<file path="src/rtl/ps2_pkg.sv">
// Shared definitions for the PS/2 keyboard path: receive states and scan-code constants.
package ps2_pkg;

  typedef enum logic [1:0] {
    RX_IDLE,
    RX_DATA,
    RX_PARITY,
    RX_STOP
  } rx_state_e;

  // Prefix bytes
  localparam logic [7:0] PS2_BRK   = 8'hF0;
  localparam logic [7:0] PS2_EXT   = 8'hE0;
  localparam logic [7:0] PS2_EXT1  = 8'hE1;

  // Make codes with special handling
  localparam logic [7:0] SC_LSHIFT = 8'h12;
  localparam logic [7:0] SC_RSHIFT = 8'h59;
  localparam logic [7:0] SC_CAPS   = 8'h58;
  localparam logic [7:0] SC_ENTER  = 8'h5A;
  localparam logic [7:0] SC_BKSP   = 8'h66;

endpackage

</file>
<file path="src/rtl/ps2_kb_decoder_if.sv">
// Keyboard decoder port bundle: raw PS/2 lines in, decoded key stream out.
interface ps2_kb_decoder_if;
  logic       ps2_clk;
  logic       ps2_data;
  logic [7:0] scan_code;
  logic [7:0] ascii_code;
  logic       kb_valid;
  logic       shift_on;
  logic       caps_on;
  logic       frame_err;

  // Decoder side
  modport master (
    input  ps2_clk, ps2_data,
    output scan_code, ascii_code, kb_valid, shift_on, caps_on, frame_err
  );

  // Keyboard / downstream side
  modport slave (
    output ps2_clk, ps2_data,
    input  scan_code, ascii_code, kb_valid, shift_on, caps_on, frame_err
  );
endinterface

</file>
<file path="src/rtl/scan_to_ascii.sv">
// Combinational scan-code set 2 to ASCII table. Returns 0 for unmapped codes.
module scan_to_ascii
  import ps2_pkg::*;
(
  input  logic [7:0] scan,
  input  logic       shift,
  input  logic       caps,
  output logic [7:0] ascii
);

  logic [7:0] lo;
  logic [7:0] hi;
  logic       is_letter;

  // Look up the unshifted/shifted glyph pair; letters derive their upper case.
  always_comb begin
    // NOTE: every output of a combinational block gets a default first, otherwise
    // a path that skips an assignment infers a latch.
    lo        = 8'h00;
    hi        = 8'h00;
    is_letter = 1'b0;
    case (scan)
      8'h1C: lo = "a";  8'h32: lo = "b";  8'h21: lo = "c";  8'h23: lo = "d";
      8'h24: lo = "e";  8'h2B: lo = "f";  8'h34: lo = "g";  8'h33: lo = "h";
      8'h43: lo = "i";  8'h3B: lo = "j";  8'h42: lo = "k";  8'h4B: lo = "l";
      8'h3A: lo = "m";  8'h31: lo = "n";  8'h44: lo = "o";  8'h4D: lo = "p";
      8'h15: lo = "q";  8'h2D: lo = "r";  8'h1B: lo = "s";  8'h2C: lo = "t";
      8'h3C: lo = "u";  8'h2A: lo = "v";  8'h1D: lo = "w";  8'h22: lo = "x";
      8'h35: lo = "y";  8'h1A: lo = "z";
      8'h16: {lo, hi} = {"1", "!"};   8'h1E: {lo, hi} = {"2", "@"};
      8'h26: {lo, hi} = {"3", "#"};   8'h25: {lo, hi} = {"4", "$"};
      8'h2E: {lo, hi} = {"5", "%"};   8'h36: {lo, hi} = {"6", "^"};
      8'h3D: {lo, hi} = {"7", "&"};   8'h3E: {lo, hi} = {"8", "*"};
      8'h46: {lo, hi} = {"9", "("};   8'h45: {lo, hi} = {"0", ")"};
      8'h0E: {lo, hi} = {8'h60, "~"}; 8'h4E: {lo, hi} = {"-", "_"};
      8'h55: {lo, hi} = {"=", "+"};   8'h54: {lo, hi} = {"[", "{"};
      8'h5B: {lo, hi} = {"]", "}"};   8'h5D: {lo, hi} = {"\\", "|"};
      8'h4C: {lo, hi} = {";", ":"};   8'h52: {lo, hi} = {"'", "\""};
      8'h41: {lo, hi} = {",", "<"};   8'h49: {lo, hi} = {".", ">"};
      8'h4A: {lo, hi} = {"/", "?"};
      SC_ENTER: {lo, hi} = {8'h0D, 8'h0D};
      SC_BKSP:  {lo, hi} = {8'h08, 8'h08};
      8'h29:    {lo, hi} = {8'h20, 8'h20};
      8'h0D:    {lo, hi} = {8'h09, 8'h09};
      default:  {lo, hi} = {8'h00, 8'h00};
    endcase
    is_letter = (lo >= "a") && (lo <= "z");
    if (is_letter) hi = lo - 8'h20;
    ascii = is_letter ? ((shift ^ caps) ? hi : lo) : (shift ? hi : lo);
  end

endmodule

</file>
<file path="src/rtl/ps2_kb_decoder.sv">
// PS/2 keyboard receiver: synchronizes the raw lines, deframes bytes, tracks
// break/extended prefixes and modifiers, and strobes one ASCII character per keystroke.
module ps2_kb_decoder
  import ps2_pkg::*;
#(
  parameter int TIMEOUT_CYCLES = 50000
) (
  input  logic             clk,
  input  logic             rst,
  ps2_kb_decoder_if.master kb
);

  localparam int TMO_W = $clog2(TIMEOUT_CYCLES + 1);
  localparam logic [TMO_W-1:0] TMO_MAX = TMO_W'(TIMEOUT_CYCLES);

  // Synchronizers
  logic ps2_clk_meta_q, ps2_clk_meta_d, ps2_clk_sync_q, ps2_clk_sync_d;
  logic ps2_clk_prev_q, ps2_clk_prev_d;
  logic ps2_data_meta_q, ps2_data_meta_d, ps2_data_sync_q, ps2_data_sync_d;
  logic fall_edge, data_bit;

  // Receiver
  rx_state_e        state_q, state_d;
  logic [2:0]       bit_cnt_q, bit_cnt_d;
  logic [7:0]       rx_byte_q, rx_byte_d;
  logic             parity_q, parity_d;
  logic [TMO_W-1:0] tmo_cnt_q, tmo_cnt_d;
  logic             frame_done_q, frame_done_d;
  logic             frame_err_q, frame_err_d;

  // Decode state and outputs
  logic       brk_q, brk_d, ext_q, ext_d;
  logic       lshift_q, lshift_d, rshift_q, rshift_d;
  logic       caps_q, caps_d, caps_held_q, caps_held_d;
  logic [7:0] scan_code_q, scan_code_d, ascii_code_q, ascii_code_d;
  logic       kb_valid_q, kb_valid_d;
  logic [7:0] lookup_ascii;

  // Two-stage synchronizers plus a delayed clock copy for falling-edge detection.
  always_comb begin
    ps2_clk_meta_d  = kb.ps2_clk;
    ps2_clk_sync_d  = ps2_clk_meta_q;
    ps2_clk_prev_d  = ps2_clk_sync_q;
    ps2_data_meta_d = kb.ps2_data;
    ps2_data_sync_d = ps2_data_meta_q;
    fall_edge       = ps2_clk_prev_q & ~ps2_clk_sync_q;
    data_bit        = ps2_data_sync_q;
  end

  // Receive FSM next state, frame checks and the saturating inactivity timeout.
  always_comb begin
    state_d      = state_q;
    bit_cnt_d    = bit_cnt_q;
    rx_byte_d    = rx_byte_q;
    parity_d     = parity_q;
    tmo_cnt_d    = tmo_cnt_q;
    frame_done_d = 1'b0;
    frame_err_d  = 1'b0;

    if (state_q == RX_IDLE || fall_edge) begin
      tmo_cnt_d = '0;
    end else if (tmo_cnt_q != TMO_MAX) begin
      tmo_cnt_d = tmo_cnt_q + TMO_W'(1);
      if (tmo_cnt_q == TMO_MAX - TMO_W'(1)) begin
        frame_err_d = 1'b1;
        state_d     = RX_IDLE;
      end
    end

    if (fall_edge) begin
      case (state_q)
        RX_IDLE: begin
          // A high start bit is line noise and is ignored silently.
          if (!data_bit) begin
            state_d   = RX_DATA;
            bit_cnt_d = 3'd0;
          end
        end
        RX_DATA: begin
          rx_byte_d = {data_bit, rx_byte_q[7:1]};
          bit_cnt_d = bit_cnt_q + 3'd1;
          if (bit_cnt_q == 3'd7) state_d = RX_PARITY;
        end
        RX_PARITY: begin
          parity_d = data_bit;
          state_d  = RX_STOP;
        end
        RX_STOP: begin
          if (data_bit && (^{rx_byte_q, parity_q})) frame_done_d = 1'b1;
          else                                      frame_err_d  = 1'b1;
          state_d = RX_IDLE;
        end
        default: state_d = RX_IDLE;
      endcase
    end
  end

  scan_to_ascii u_scan_to_ascii (
    .scan  (rx_byte_q),
    .shift (lshift_q | rshift_q),
    .caps  (caps_q),
    .ascii (lookup_ascii)
  );

  // Byte decode: prefix flags, modifier tracking and the character strobe.
  always_comb begin
    brk_d        = brk_q;
    ext_d        = ext_q;
    lshift_d     = lshift_q;
    rshift_d     = rshift_q;
    caps_d       = caps_q;
    caps_held_d  = caps_held_q;
    scan_code_d  = scan_code_q;
    ascii_code_d = ascii_code_q;
    kb_valid_d   = 1'b0;

    if (frame_err_q) begin
      brk_d = 1'b0;
      ext_d = 1'b0;
    end else if (frame_done_q) begin
      if (rx_byte_q == PS2_BRK) begin
        brk_d = 1'b1;
      end else if (rx_byte_q == PS2_EXT || rx_byte_q == PS2_EXT1) begin
        ext_d = 1'b1;
      end else begin
        brk_d = 1'b0;
        ext_d = 1'b0;
        if (!ext_q) begin
          case (rx_byte_q)
            SC_LSHIFT: lshift_d = !brk_q;
            SC_RSHIFT: rshift_d = !brk_q;
            SC_CAPS: begin
              // Typematic repeats of Caps must not toggle again until released.
              if (brk_q) begin
                caps_held_d = 1'b0;
              end else begin
                if (!caps_held_q) caps_d = !caps_q;
                caps_held_d = 1'b1;
              end
            end
            default: begin
              if (!brk_q && lookup_ascii != 8'h00) begin
                scan_code_d  = rx_byte_q;
                ascii_code_d = lookup_ascii;
                kb_valid_d   = 1'b1;
              end
            end
          endcase
        end
      end
    end
  end

  // State registers with synchronous reset; synchronizers idle high like the bus.
  always_ff @(posedge clk) begin
    // NOTE: clocked state uses non-blocking assignments so every flop samples
    // pre-edge values regardless of statement order.
    if (rst) begin
      ps2_clk_meta_q  <= 1'b1;
      ps2_clk_sync_q  <= 1'b1;
      ps2_clk_prev_q  <= 1'b1;
      ps2_data_meta_q <= 1'b1;
      ps2_data_sync_q <= 1'b1;
      state_q         <= RX_IDLE;
      bit_cnt_q       <= 3'd0;
      rx_byte_q       <= 8'h00;
      parity_q        <= 1'b0;
      tmo_cnt_q       <= '0;
      frame_done_q    <= 1'b0;
      frame_err_q     <= 1'b0;
      brk_q           <= 1'b0;
      ext_q           <= 1'b0;
      lshift_q        <= 1'b0;
      rshift_q        <= 1'b0;
      caps_q          <= 1'b0;
      caps_held_q     <= 1'b0;
      scan_code_q     <= 8'h00;
      ascii_code_q    <= 8'h00;
      kb_valid_q      <= 1'b0;
    end else begin
      ps2_clk_meta_q  <= ps2_clk_meta_d;
      ps2_clk_sync_q  <= ps2_clk_sync_d;
      ps2_clk_prev_q  <= ps2_clk_prev_d;
      ps2_data_meta_q <= ps2_data_meta_d;
      ps2_data_sync_q <= ps2_data_sync_d;
      state_q         <= state_d;
      bit_cnt_q       <= bit_cnt_d;
      rx_byte_q       <= rx_byte_d;
      parity_q        <= parity_d;
      tmo_cnt_q       <= tmo_cnt_d;
      frame_done_q    <= frame_done_d;
      frame_err_q     <= frame_err_d;
      brk_q           <= brk_d;
      ext_q           <= ext_d;
      lshift_q        <= lshift_d;
      rshift_q        <= rshift_d;
      caps_q          <= caps_d;
      caps_held_q     <= caps_held_d;
      scan_code_q     <= scan_code_d;
      ascii_code_q    <= ascii_code_d;
      kb_valid_q      <= kb_valid_d;
    end
  end

  assign kb.scan_code  = scan_code_q;
  assign kb.ascii_code = ascii_code_q;
  assign kb.kb_valid   = kb_valid_q;
  assign kb.shift_on   = lshift_q | rshift_q;
  assign kb.caps_on    = caps_q;
  assign kb.frame_err  = frame_err_q;

endmodule

</file>
<file path="src/flat_wrapper.sv">
// flat-port wrapper written by rule: the top's interface ports become plain ports
module ps2_kb_decoder_flat import ps2_pkg::*;
#(
  parameter int TIMEOUT_CYCLES = 50000
)
  (clk, rst, kb_ps2_clk, kb_ps2_data, kb_scan_code, kb_ascii_code, kb_kb_valid, kb_shift_on, kb_caps_on, kb_frame_err);
  ps2_kb_decoder_if kb_i ();
  input  logic clk;
  input  logic rst;
  input wire logic [$bits(kb_i.ps2_clk)-1:0] kb_ps2_clk;
  input wire logic [$bits(kb_i.ps2_data)-1:0] kb_ps2_data;
  output wire logic [$bits(kb_i.scan_code)-1:0] kb_scan_code;
  output wire logic [$bits(kb_i.ascii_code)-1:0] kb_ascii_code;
  output wire logic [$bits(kb_i.kb_valid)-1:0] kb_kb_valid;
  output wire logic [$bits(kb_i.shift_on)-1:0] kb_shift_on;
  output wire logic [$bits(kb_i.caps_on)-1:0] kb_caps_on;
  output wire logic [$bits(kb_i.frame_err)-1:0] kb_frame_err;
  assign kb_i.ps2_clk = kb_ps2_clk;
  assign kb_i.ps2_data = kb_ps2_data;
  assign kb_scan_code = kb_i.scan_code;
  assign kb_ascii_code = kb_i.ascii_code;
  assign kb_kb_valid = kb_i.kb_valid;
  assign kb_shift_on = kb_i.shift_on;
  assign kb_caps_on = kb_i.caps_on;
  assign kb_frame_err = kb_i.frame_err;
  ps2_kb_decoder #(.TIMEOUT_CYCLES(TIMEOUT_CYCLES)) u_core (.clk(clk), .rst(rst), .kb(kb_i));
endmodule
</file>
<file path="config.mk">
export PLATFORM = sky130hd
export DESIGN_NAME = ps2_kb_decoder_flat
export DESIGN_NICKNAME = d
export VERILOG_FILES = /design/src/rtl/ps2_pkg.sv /design/src/rtl/ps2_kb_decoder_if.sv /design/src/rtl/scan_to_ascii.sv /design/src/rtl/ps2_kb_decoder.sv /design/src/flat_wrapper.sv
export SDC_FILE = /design/constraint.sdc
export NUM_CORES = 1
export LEC_CHECK = 0
export CORE_MARGIN = 2
export CORE_UTILIZATION = 46
export CTS_CLUSTER_SIZE = 12
export DETAILED_ROUTE_END_ITERATION = 6
export PLACE_DENSITY_LB_ADDON = 0.08
export SLEW_MARGIN = 10
export SYNTH_ARGS = -nofsm -noshare
export SYNTH_HDL_FRONTEND = slang
export SYNTH_HIERARCHICAL = 1
export SYNTH_SLANG_ARGS = --single-unit
export TNS_END_PERCENT = 50
</file>
<file path="constraint.sdc">
create_clock -name clk -period 3.13 [get_ports clk]
set_input_delay 0.626 -clock clk [delete_from_list [all_inputs] [get_ports clk]]
set_output_delay 0.626 -clock clk [all_outputs]
set_load 0.05 [all_outputs]
</file>
# == After elaboration in Yosys (flattened, before gate mapping) ==
# Index checks and enable logic that the tools add are counted.
# classes
addsub,3
mul,0
n_div,0
n_lt_le_gt_ge,2
n_eq_ne,65
shift,0
mux,27
bitwise_logic,14
n_reduce_logical,26
# ops
cell,n
one-hot mux 7 bit (51 select lines),1
"equality test 8 x 6 -> 1 bit, second input constant",23
one-hot mux 7 bit (25 select lines),1
"equality test 8 x 7 -> 1 bit, second input constant",21
"equality test 8 x 5 -> 1 bit, second input constant",8
2-to-1 mux 8 bit,4
"equality test 8 bit, second input constant",3
AND reduction 6 bit,3
"adder 16 x 1 -> 16 bit, second input constant",1
"equality test 16 bit, second input constant",1
"equality test 8 x 4 -> 1 bit, second input constant",2
"!= test 16 bit, second input constant",1
2-to-1 mux 1 bit,12
2-to-1 mux 2 bit,6
NOT 1 bit,11
OR reduction 9 bit,1
XOR reduction 9 bit,1
"<= comparator 8 x 7 -> 1 bit, second input constant",1
one-hot mux 2 bit (4 select lines),1
AND reduction 2 bit,4
AND reduction 8 bit,1
nonzero test 8 bit,1
"subtractor 8 x 6 -> 8 bit, second input constant",1
">= comparator 7 bit, second input constant",1
20 further kinds,27
# totals
regBits,60
latch_bits,0
ram_bits,0
rom_bits,0
in_bits,4
out_inout_bits,20
word_cells,158
mem_count,0

# == Longest topological paths before layout ==
# Gate-level depths: netlist of the first run.
# depth
ltp_word,10
depth_mapped,19
depth_no_buf,13

# == Cells and area by module ==
# The synthesis of the first run kept the hierarchy.
# by_module_without_submodules
module,instances,cells_each,area_each_um2,seq_area_each_um2
ps2_kb_decoder,1,314,2886.5,1201.2
scan_to_ascii,1,244,1760.4,0.0

# == Worst setup path after synthesis of the first run ==
# No wires, ideal clock.
# synth_path
kind,register to register
from,reg u_core.rx_byte_q[1]
to,"reg u_core.ascii_code_q[6], in the netlist u_core/kb.ascii_code[6]"
setup_time_ns,0.071
t_arrival_ns,3.309
required_time_ns,3.059
slack_ns,-0.250
path_stages_with_launch,17
n_path_buf,3
period_less_slack_ns,3.380
path_cell_list,dfxtp_1 buf_6 or4bb_1 a211o_1 a31o_1 nand4_4 nor2_1 ha_1 o21ai_0 a22oi_1 o21ai_1 nor4_1 a211o_1 buf_6 buf_12 o31ai_2 a21oi_1
# synth_between
elab_chain_len,10
word_cells_on_any_way,75
cone_classes,add/sub (1); order compare (2); eq/ne (57); mux (6); bitwise (3); reduce/logical (6)
# synth_rtl
element,line,text
from (decl),ps2_kb_decoder.sv:25,"logic [7:0] rx_byte_q, rx_byte_d;"
from (signal assigned),ps2_kb_decoder.sv:188,rx_byte_q <= rx_byte_d;
equality test 8 x 4 -> 1 bit (tied with other cells),scan_to_ascii.sv:22,case (scan)
one-hot mux 7 bit (51 select lines),scan_to_ascii.sv:22,
<= comparator 8 x 7 -> 1 bit / >= comparator 7 bit (equally long branches),scan_to_ascii.sv:47,"is_letter = (lo >= ""a"") && (lo <= ""z"");"
logical AND 1 bit,scan_to_ascii.sv:47,
2-to-1 mux 8 bit,scan_to_ascii.sv:48,if (is_letter) hi = lo - 8'h20;
2-to-1 mux 8 bit,scan_to_ascii.sv:49,ascii = is_letter ? ((shift ^ caps) ? hi : lo) : (shift ? hi : lo);
2-to-1 mux 8 bit (*),scan_to_ascii.sv:49,
named net u_core.lookup_ascii[6],ps2_kb_decoder.sv:37,logic [7:0] lookup_ascii;
nonzero test 8 bit,ps2_kb_decoder.sv:142,if (!brk_q && lookup_ascii != 8'h00) begin
logical AND 1 bit,ps2_kb_decoder.sv:142,
AND reduction 7 bit (no line),n/a,
to (signal assigned),ps2_kb_decoder.sv:200,ascii_code_q <= ascii_code_d;
to (decl),ps2_kb_decoder.sv:35,"logic [7:0] scan_code_q, scan_code_d, ascii_code_q, ascii_code_d;"
# The timed path passes the listed nets; every way through them passes the cells marked *.
# A chain may end at the register's enable or synchronous reset.

# == Worst setup path after layout of the first run ==
# layout_path
from,reg u_core.rx_byte_q[5]
to,"reg u_core.ascii_code_q[3], in the netlist u_core/kb.ascii_code[3]"
# layout_between
elab_chain_len,10
word_cells_on_any_way,75
cone_classes,add/sub (1); order compare (2); eq/ne (57); mux (6); bitwise (3); reduce/logical (6)
# layout_rtl
element,line
equality test 8 x 4 -> 1 bit (tied with other cells),scan_to_ascii.sv:22
one-hot mux 7 bit (51 select lines),scan_to_ascii.sv:22
<= comparator 8 x 7 -> 1 bit / >= comparator 7 bit (equally long branches),scan_to_ascii.sv:47
logical AND 1 bit,scan_to_ascii.sv:47
2-to-1 mux 8 bit,scan_to_ascii.sv:48
2-to-1 mux 8 bit,scan_to_ascii.sv:49
2-to-1 mux 8 bit (*),scan_to_ascii.sv:49
named net u_core.lookup_ascii[6],ps2_kb_decoder.sv:37
nonzero test 8 bit (*),ps2_kb_decoder.sv:142
logical AND 1 bit (*),ps2_kb_decoder.sv:142
AND reduction 7 bit (no line) (*),n/a
# Marks and branches as above.

==> results.md, run 1 <==
* # diodes at 0
* Final worst path period need at 3.294 ns
* Xor/xnor share of the synthesized area at 0.04712
* Max clock buf depth at 2
* Pre-CTS WS at -0.5366 ns
* Detail Route Antenna Nets at 0
* Status: finished, violations left
* Max-slew headroom at 0.3085
* Leak Pwr at 2.303 nW
* Initial core utilization at 0.4754
* Tot GR Track Use at 0.2537
* CP max stage delay at 0.45 ns
* Post-synthesis adder-cell area fraction at 0.01346
* Power density cells at 234.6 nW/µm²
* Setup TNS at -2.233 ns
* Final setup viols at 17
* Switching Share at 0.2432
* Switching power at 366.4 µW
* Crit. End Element: flip-flop
* Htree depth at 3
* Worst-Margin Slew at 1.030 ns
* Post-synthesis mux area share at 0.01508
* Most frequent cells in the layout: buf_4 (128), dfxtp_1 (52), a21oi_1 (47)
* Most common library cell in the layout ignoring fill and taps: buf_4
* Fin nets at 694
* DRT Pass-1 Iters at 5
* Initial antenna violation count at 0
* CTS Hold Bufs at 0
* Total Routed Length at around 14 mm
* CTS buffer count at 9
* Maximum VDD drop at 268.8 µV
* I/O Pins at 24
* Int Pwr at 1.140 mW
* Die Y at 104.5 µm
* Port Buffer Count at 23
* Clk pwr share at 0.479
* Clock-pin slew on the worst setup and hold paths at roughly 0.09 ns
* Area of the core at 9774 µm²
* Synth unique cells at 90
* Vias in the first global route at 4,581
* Area grow syn2layout at 38.23%
* Worst Clk Skew at 0.02462 ns
* Via count at 4,859
* Rows at 36
* Asr flop ratio synth at 0
* Largest net degree at the start of global routing at 45
* Worst-path cell chain: buf_6 > or3b_2 > a211oi_2 > buf_4 > nor4_4 > nand4_2 > nor2_2 > ha_1 > o21ai_1 > a22oi_1 > o21ai_1 > nor4_2 > buf_4 > a211oi_4 > buf_6 > nand4_1 > a21oi_2
* Crit path DAT at 3.57 ns
* Main combinational cell family by area after synthesis: simple AND/OR/NAND/NOR gates
* Synth warnings at 6
* Mapped Cells at 558
* Failing checks: negative setup slack
* First-pass GRT wire length at 22.81 mm
* Die area at 10,920 µm²
* Yosys reg bits at 60
* Drt wl/cell at 17.54 µm
* Clock sinks at 60
* Area of the multi-input gates at ~3300 µm²
* Simple logic cell fraction of the synthesized area at 0.3328
* DRT iter0 DRCs at between 200 and 300
* Min-delay worst type: reg2reg
* RSZ-0062 raised after global routing: yes
* Register Area at 1226 µm²
* Buf+Inv Stages, Crit Path at 4
* Grt ovf at 0
* WP data required at 3.40 ns
* Share of layout cells above drive strength 1 at 0.3681
* Root buf cell: clkbuf_8
* Ys flop type: dfxtp_1
* Startpoint Class: flip-flop
* Final Hold Fails at 0
* Tcrit/Tclk final at 1.052
* F_max at 303.6 MHz
* Number of synthesized flops with an enable pin at 0
* Flop pwr share at 0.506
* Final RePlAce weighted congestion at approximately 0.94
* Combinational share of power at 0.014
* Die width at 104.5 µm
* Cell area after synthesis at 4647 µm²
* Post-synthesis average cell area at 8.328 µm²
* Worst Setup Path Type: reg2reg
* CTS tree: done
* Worst path slowest cell: or3b_2
* Compound-Gate Fraction of Synth Area at 0.2547
* Setup ws final at -0.1638 ns
* # fillers at 852
* Syn_nets at approximately 570
* CP top delay family: compound AO/OA/AOI/OAI gates
* Worst-skew pair later-pin latency at 0.35 ns
* Register area share after synthesis at 0.2585
* Max_cap viols at 0
* Final Max Slew Viols at 0
* Drt drc at 0
* Number of vias per cell at 5.904
* Post-DP HPWL at just over 10 mm
* Max FO, Critical Path at 6
==> metal layers <==
metal | wire length [µm] | track usage | vias up
li1 | - | - | 2362
met1 | 6320 | 0.3382 | 2291
met2 | 6887 | 0.4164 | 178
met3 | 907 | 0.04010 | 28
met4 | 323 | 0.08591 | 0
met5 | 0 | 0 | -
==> sequential cells by signal, summed over array words and instances (netlist names), 2 cells and up <==
register and flops:
u_core/tmo_cnt_q 16, u_core/kb.ascii_code 8, u_core/bit_cnt_q 3, u_core/state_q 2, u_core/kb.scan_code 8, u_core/rx_byte_q 8
==> metrics by stage <==
stage / instances / util / hold WS (ns) / power (mW) / cell area (µm²)
floorplan: 558 / - / 0.3895 / 0.7984 / 4668
global placement: 773 / 0.5760 / 0.3913 / 0.8054 / 5630
detailed placement: 773 / 0.5760 / 0.3940 / 0.8061 / 5630
CTS: 806 / 0.6179 / 0.4154 / 1.525 / 6040
global route: 823 / 0.6572 / 0.4303 / 1.555 / 6424
finish: 823 / 0.6572 / 0.4127 / 1.507 / 6424
==> Yosys cell counts (all sizes together), types with 11 or more instances <==
library cell | number | share of area
nand3 | 12 | 0.013
nand4 | 24 | 0.037
nor2 | 41 | 0.033
o21ai | 21 | 0.023
a21oi | 50 | 0.054
nand2 | 39 | 0.032
dfxtp | 60 | 0.26
nand2b | 11 | 0.015
clkbuf | 17 | 0.014
nor3 | 12 | 0.013
o31ai | 21 | 0.047
inv | 13 | 0.011
buf | 35 | 0.054
o22ai | 12 | 0.018
==> cell type report <==
cell class,count,area share
timing repair buffer,168,0.2254
tap,133,0.02591
clock buffer,9,0.01928
sequential,60,0.1909
multi-input combinational,433,0.5191
clock inverter,7,0.01188
inverter,13,0.007596
==> power by group through the flow <==
| stage | registers, mW | logic (mW) | clock network (mW) |
|---|---|---|---|
| 2_1_floorplan | 0.784 | 0.0144 | 0 |
| 3_3_place_gp | 0.785 | 0.0207 | 0 |
| 3_5_place_dp | 0.785 | 0.0213 | 0 |
| 4_1_cts | 0.763 | 0.0213 | 0.741 |
| 5_1_grt | 0.763 | 0.0239 | 0.768 |
| 6_report | 0.763 | 0.0215 | 0.722 |
==> final timing paths <==
check        slack, ns  cells after the start                                    to                              start
max              -0.16                     17  u_core/kb.ascii_code[3]$_SDFFE_PP0P_   u_core/rx_byte_q[5]$_SDFFE_PP0P_
min               0.41                      1            u_core/data_bit$_SDFF_PP1_  u_core/ps2_data_meta_q$_SDFF_PP1_
max reg2reg      -0.16                     17  u_core/kb.ascii_code[3]$_SDFFE_PP0P_   u_core/rx_byte_q[5]$_SDFFE_PP0P_
min reg2reg       0.41                      1            u_core/data_bit$_SDFF_PP1_  u_core/ps2_data_meta_q$_SDFF_PP1_
==> cells by family (layout without fill, tap and decap cells) <==
group | count (synthesis) | after routing
DFF | 60 | 60
xor gates and xnor gates | 21 | 21
AOI/OAI and AO/OA | 160 | 160
muxes | 7 | 7
buffers and inverters | 65 | 197
adders and majority gates | 5 | 5
and+or+nand+nor | 240 | 240
==> what timing repair did <==
action	in CTS	in global routing
resized for setup	23	42
buffers inserted	18	14
hold endpoints to repair	0	0
cloned	0	3
endpoints found under the setup margin	17	17
pin swaps	11	33
Power figures use the tool's default switching activity.
==> inputs of run 2 (changes only) <==
--- a/config.mk
+++ b/config.mk
@@ -9,6 +9,7 @@
 export CORE_UTILIZATION = 46
 export CTS_CLUSTER_SIZE = 12
 export DETAILED_ROUTE_END_ITERATION = 6
+export GPL_TIMING_DRIVEN = 0
 export PLACE_DENSITY_LB_ADDON = 0.08
 export SLEW_MARGIN = 10
 export SYNTH_ARGS = -nofsm -noshare
==> results.md, run 2 (same netlist as run 1, synthesis figures left out) <==
* Area of the core at 9774 µm² (unchanged)
* I/O Pins at 24 (unchanged)
* Largest net degree at the start of global routing at 13 (-71%)
* Total power at 1.588 mW (+5.4%)
* Startpoint Class: flip-flop
* # diodes at 0 (unchanged)
* Clock-pin slew on the worst setup and hold paths at 0.08 ns (about the same)
* Fin nets at 653 (-5.9%)
* CTS tree: done
* Tcrit/Tclk final at 1.081 (+0.02831)
* Root buf cell: clkbuf_8
* Non-Filler Instances at 782 (-5.0%)
* Fin Hold WS at 0.4127 ns (+0.000001000 ns)
* Maximum VDD drop at 224.9 µV (-16%)
* Inst Count DP at 713 (-7.8%)
* RSZ-0062 raised after global routing: yes
* Total Routed Length at 14.32 mm (-0.82%)
* Detail Route Antenna Nets at 0 (unchanged)
* F_max at 295.6 MHz (-2.6%)
* Tot GR Track Use at 0.2572 (+0.003488)
* Most frequent cells in the layout: buf_4 (54), dfxtp_1 (52), a21oi_1 (46)
* Final worst path period need at 3.382 ns (+0.08862 ns)
* Failing checks: negative setup slack
* Vias in the first global route at 4,532 (-1.1%)
* Final Max Slew Viols at 0 (unchanged)
* Number of vias per cell at 6.189 (+4.8%)
* Rows at 36 (unchanged)
* Max FO, Critical Path at 10 (+4)
* Number of flip-flops under the largest register name at 16 (unchanged)
* Leak Pwr at 2.093 nW (-9.1%)
* Reg with most FFs: u_core/tmo_cnt_q
* DRT iter0 DRCs at 398 (+45%)
* Area grow syn2layout at 33.33%
* Crit path DAT at 3.59 ns (+0.02 ns)
* Worst Clk Skew at 0.01497 ns (-0.009650 ns)
* Die area at 10,920 µm² (unchanged)
* Via count at 4,840 (-0.39%)
* Setup TNS at -3.914 ns (-1.681 ns)
* Die width at 104.5 µm (unchanged)
* DRT Pass-1 Iters at 6 (+1)
* Final RePlAce weighted congestion at 1.001 (+6.1%)
* Layout Utilization at 0.6339 (-0.02330)
* Htree depth at 3 (unchanged)
* # fillers at 818 (-4.0%)
* Drt drc at 0 (unchanged)
* First-pass GRT wire length at 23.02 mm (+0.91%)
* Clock sinks at 60 (unchanged)
* Final Hold Fails at 0 (unchanged)
* Register Area at 1226 µm² (unchanged)
* Post-DP HPWL at 9.549 mm (-5.3%)
* Share of layout cells above drive strength 1 at 0.3205 (-0.04762)
* Most common library cell in the layout ignoring fill and taps: buf_4
* Min-delay worst type: reg2reg
* Max clock buf depth at 2 (unchanged)
* Crit. End Element: flip-flop
* Die Y at 104.5 µm (unchanged)
* Status: finished, violations left
* Max-slew headroom at 0.5445 (+0.2360)
* Initial antenna violation count at 0 (unchanged)
* Port Buffer Count at 22 (-4.3%)
* Final setup viols at 17 (unchanged)
* Worst-skew pair later-pin latency at 0.34 ns (about the same)
* WP data required at 3.34 ns (-0.06 ns)
* Initial core utilization at 0.4754 (unchanged)
* Worst-Margin Slew at 0.6736 ns (-0.3568 ns)
* Area of the multi-input gates at 3468 µm² (+4.0%)
* Worst Setup Path Type: reg2reg
* Drt wl/cell at 18.31 µm (+4.4%)
* CTS Hold Bufs at 0 (unchanged)
* Grt ovf at 0 (unchanged)
* Max_cap viols at 0 (unchanged)
* Power density cells at 256.4 nW/µm² (+9.3%)
* Setup ws final at -0.2524 ns (-0.08862 ns)
* CTS buffer count at 9 (unchanged)
==> run 2: metal layers <==
metal  share of wire  global-route usage  wire (µm)  vias up
met5               0                   0          0        -
met4           0.032              0.1042        465        0
met3           0.070             0.04261       1003       51
met2            0.47              0.4104       6734      223
met1            0.43              0.3442       6117     2294
li1                -                   -          -     2272
==> run 2: area by class of cell <==
cell class / instances / area share
timing repair buffer: 78 / 0.1131
sequential: 60 / 0.1979
clock buffer: 9 / 0.01999
inverter: 13 / 0.007876
multi-input combinational: 433 / 0.5598
tap: 133 / 0.02686
clock inverter: 7 / 0.01595
buffer: 49 / 0.05856
==> run 2: critical path, cell delays in order, from the launching register on <==
cell and delay, ns:
dfxtp_4 0.38, buf_4 0.19, or4b_4 0.55, nor3_4 0.29
buf_4 0.18, nor3_4 0.05, o211ai_2 0.12, buf_4 0.16
a211oi_2 0.04, o211ai_1 0.32, nor4_4 0.10, a211o_1 0.32
buf_6 0.15, buf_4 0.15, o31ai_2 0.18, a21oi_1 0.08
==> run 2: power breakdown <==
group | internal (mW) | switching (mW) | leakage [nW]
Clock | 0.452 | 0.350 | 0.110
Combinational | 0.00751 | 0.0159 | 1.49
Sequential | 0.760 | 0.00177 | 0.490
Total | 1.22 | 0.368 | 2.09
==> run 2: metrics by stage <==
step | setup slack [ns] | instance area [µm²]
2_1_floorplan | -0.02763 | 4668
3_3_place_gp | -0.5891 | 5055
3_5_place_dp | -0.6103 | 5055
4_1_cts | -0.1752 | 5828
5_1_grt | -0.3618 | 6196
6_report | -0.2524 | 6196
==> run 2: final timing paths <==
| path | startpoint | to | slack, ns | depth (start not counted) |
|---|---|---|---|---|
| setup / recovery | u_core/rx_byte_q[7]$_SDFFE_PP0P_ | u_core/kb.scan_code[6]$_SDFFE_PP0P_ | -0.25 | 15 |
| hold / removal | u_core/ps2_data_meta_q$_SDFF_PP1_ | u_core/data_bit$_SDFF_PP1_ | 0.41 | 1 |
| setup reg to reg | u_core/rx_byte_q[7]$_SDFFE_PP0P_ | u_core/kb.scan_code[6]$_SDFFE_PP0P_ | -0.25 | 15 |
| hold reg to reg | u_core/ps2_data_meta_q$_SDFF_PP1_ | u_core/data_bit$_SDFF_PP1_ | 0.41 | 1 |
==> run 2: timing repair <==
action	in CTS	in global routing
pin swaps	40	33
cloned	1	0
endpoints found under the setup margin	17	17
setup buffers	35	20
hold endpoints to repair	0	0
gates resized for setup	58	49
==> inputs of run 3 (changes only) <==
--- a/config.mk
+++ b/config.mk
@@ -7,7 +7,7 @@
 export LEC_CHECK = 0
 export CORE_MARGIN = 2
 export CORE_UTILIZATION = 46
-export CTS_CLUSTER_SIZE = 12
+export CTS_CLUSTER_SIZE = 10
 export DETAILED_ROUTE_END_ITERATION = 6
 export GPL_TIMING_DRIVEN = 0
 export PLACE_DENSITY_LB_ADDON = 0.08
==> constraint.sdc (replaced) <==
create_clock -name clk -period 3.13 [get_ports clk]
set_input_delay 0.626 -clock clk [delete_from_list [all_inputs] [get_ports clk]]
set_output_delay 0.626 -clock clk [all_outputs]
set_load 0.005 [all_outputs]
==> results of run 3 <==
No change in the layout: final DEF, timing and power equal those of run 2.
==> variant, RTL diff (flow settings as in run 1) <==
The 4 states of `rx_state_e` get a one-hot encoding in 4 bits.
--- a/src/rtl/ps2_pkg.sv
+++ b/src/rtl/ps2_pkg.sv
@@ -2,9 +2,9 @@
 package ps2_pkg;
 
-  typedef enum logic [1:0] {
-    RX_IDLE,
-    RX_DATA,
-    RX_PARITY,
-    RX_STOP
+  typedef enum logic [3:0] {
+    RX_IDLE   = 4'b0001,
+    RX_DATA   = 4'b0010,
+    RX_PARITY = 4'b0100,
+    RX_STOP   = 4'b1000
   } rx_state_e;
 
Behaviour: same outputs for any inputs over 10 cycles, from zero or initial values and one cycle with rst high; not proved beyond that.
==> variant against run 1 <==
- synthesized cell count increased by 2.3%
- sequential cell count increased by 2
- non-clock buffer count decreased by 44
- critical path type unchanged
- setup slack improved by 93 ps
- power increased by 8.1%
- critical path depth decreased by 2
- the run still ends with setup timing left
- die area increased by 1.7%
- synthesized area increased by 1.7%
- cell area decreased by 7.0%
- combinational power increased by 44%
- sequential share of layout area increased by 2.0 points
- routed wire length decreased by 8.9%
==> variant: results (changes against run 1) <==
setup_path:
  rr_endpoint: "u_core/kb.scan_code[6]"
  crit_arrival_ps: 3450  # -120 ps
  reg2reg_from: "u_core/rx_byte_q[4]"
  r2r_cells: 15  # -2
  cp_max_fo: 8  # +2
final_layout:
  multi_input_area_mm2: 0.00319  # -4.2%
  comb.multi_input.count: 448  # +3.5%
  n_all_inverters: 17  # +4
  seq_area_mm2: 0.00126  # +2.9%
  nets: 671  # -3.3%
  nClkBuffers: 10  # +1
  fillers: 919  # +7.9%
  area_share_nonclk_buffers_pct: 17.7  # -4.9 points
  clk_share_pct: 3.85  # +0.74 points
timing:
  setup_ws_ps: -71.1  # +92.7 ps
  finalClockSkew_ps: 13.4  # -11.2 ps
  setup_viol: 16  # -1
  tns_ps: -856  # +1380 ps
  worstMarginPinSlew_ps: 612  # -418 ps
synth:
  synthMuxAreaShare_pct: 4.24  # +2.7 points
  syn_nets: 580  # +2.3%
  synth_xor_area_share_pct: 5.19  # +0.48 points
  synthAdderAreaFrac_pct: 1.32  # -0.023 points
  netlist_instances: 571  # +2.3%
  ys_seq_area_share_pct: 26.3  # +0.41 points
  yosysUniqueCellTypes: 91  # +1.1%
route:
  dr_total_vias: 4591  # -5.5%
  drt_iter0_markers: 253  # -8.0%
status:
  status: "complete, but fails checks"
  violations: "setup timing"
pwr:
  ir_drop_mv: 0.324  # +21%
grt:
  track_usage_pct: 24.1  # -1.3 points
  grt_first_pass_wirelength_mm: 21.6  # -5.2%
  grt_max_degree: 60  # +33%
  grt_pass1_vias: 4460  # -2.6%
placed_design:
  dp.cells: 780  # +0.91%
clock_network:
  cts_sinks: 62  # +3.3%
-- variant: cell types whose count changed after synthesis, sizes merged, moves of 5 or more --
cell / change
o31ai: -16
and3: -7
a21oi: -14
nand2b: +31
buf: -7
mux2i: +13
xnor2: +6
nand4: -13
o21ai: +5
-- variant: what timing repair did --
item                                   4_1_cts  5_1_grt
cloned                                       0        1
setup endpoints to repair                   16       17
setup buffers                                2        4
endpoints found under the hold margin        0        0
gates resized for setup                      6       10
-- variant: per-stage QoR --
step	power, mW	hold slack, ps	util (%)	setup WS (ps)
after floorplan	0.835	389	-	15.7
after global placement	0.843	394	55.5	-80.4
after detailed placement	0.843	396	55.5	-109
after CTS	1.65	422	58.1	-39.8
after global routing	1.69	439	58.9	-247
final	1.63	422	58.9	-71.1
-- variant: where the power goes --
group / total, mW / leakage [nW] / internal, mW / switching [mW]
Sequential: 0.791 / 0.506 / 0.788 / 0.00246
Clock: 0.807 / 0.109 / 0.473 / 0.334
Combinational: 0.0310 / 1.41 / 0.0143 / 0.0167
-- variant: worst max path at each step --
stage / startpoint / endpoint / slack [ps] / depth (start not counted)
finish: u_core/rx_byte_q[4] / u_core/kb.scan_code[6] / -70 / 15
global placement: u_core/rx_byte_q[5] / u_core/kb.ascii_code[1] / -80 / 15
detailed placement: u_core/rx_byte_q[4] / u_core/kb.scan_code[5] / -110 / 15
CTS: u_core/rx_byte_q[4] / u_core/kb.scan_code[5] / -40 / 15
global route: u_core/rx_byte_q[5] / u_core/kb.ascii_code[7] / -250 / 15
floorplan: u_core/rx_byte_q[3] / u_core/kb.ascii_code[0] / 20 / 16
-- variant: layer usage --
metal  global-route usage (%)  vias to the layer above  part of all wire [%]
li1                         -                     2293                     -
met1                     30.3                     2175                    45
met2                     40.0                       95                    49
met3                     4.08                       28                   3.6
met4                     11.4                        0                   2.6
met5                        0                        -                     0
-- variant: cells by family (layout without fill, tap and decap cells) --
| family | after synthesis | count (layout) |
|---|---|---|
| DFF | 62 | 62 |
| buffers and inverters | 61 | 157 |
| adders and majority gates | 5 | 5 |
| and+or+nand+nor | 263 | 263 |
| AOI/OAI and AO/OA | 136 | 136 |
| xor gates and xnor gates | 24 | 24 |
| muxes | 20 | 20 |
-- variant: worst max-delay path: stages (launching register included) --
cell and delay, ps:
dfxtp_4 370, buf_6 120, or4bb_1 480, a211o_1 310, a31o_1 220, nand4_4 100, nor2_2 50, ha_1 260
o21ai_1 60, a22oi_1 140, o21ai_1 120, nor4_1 190, nand2_1 120, and4b_2 270, clkbuf_16 180, mux2i_1 120
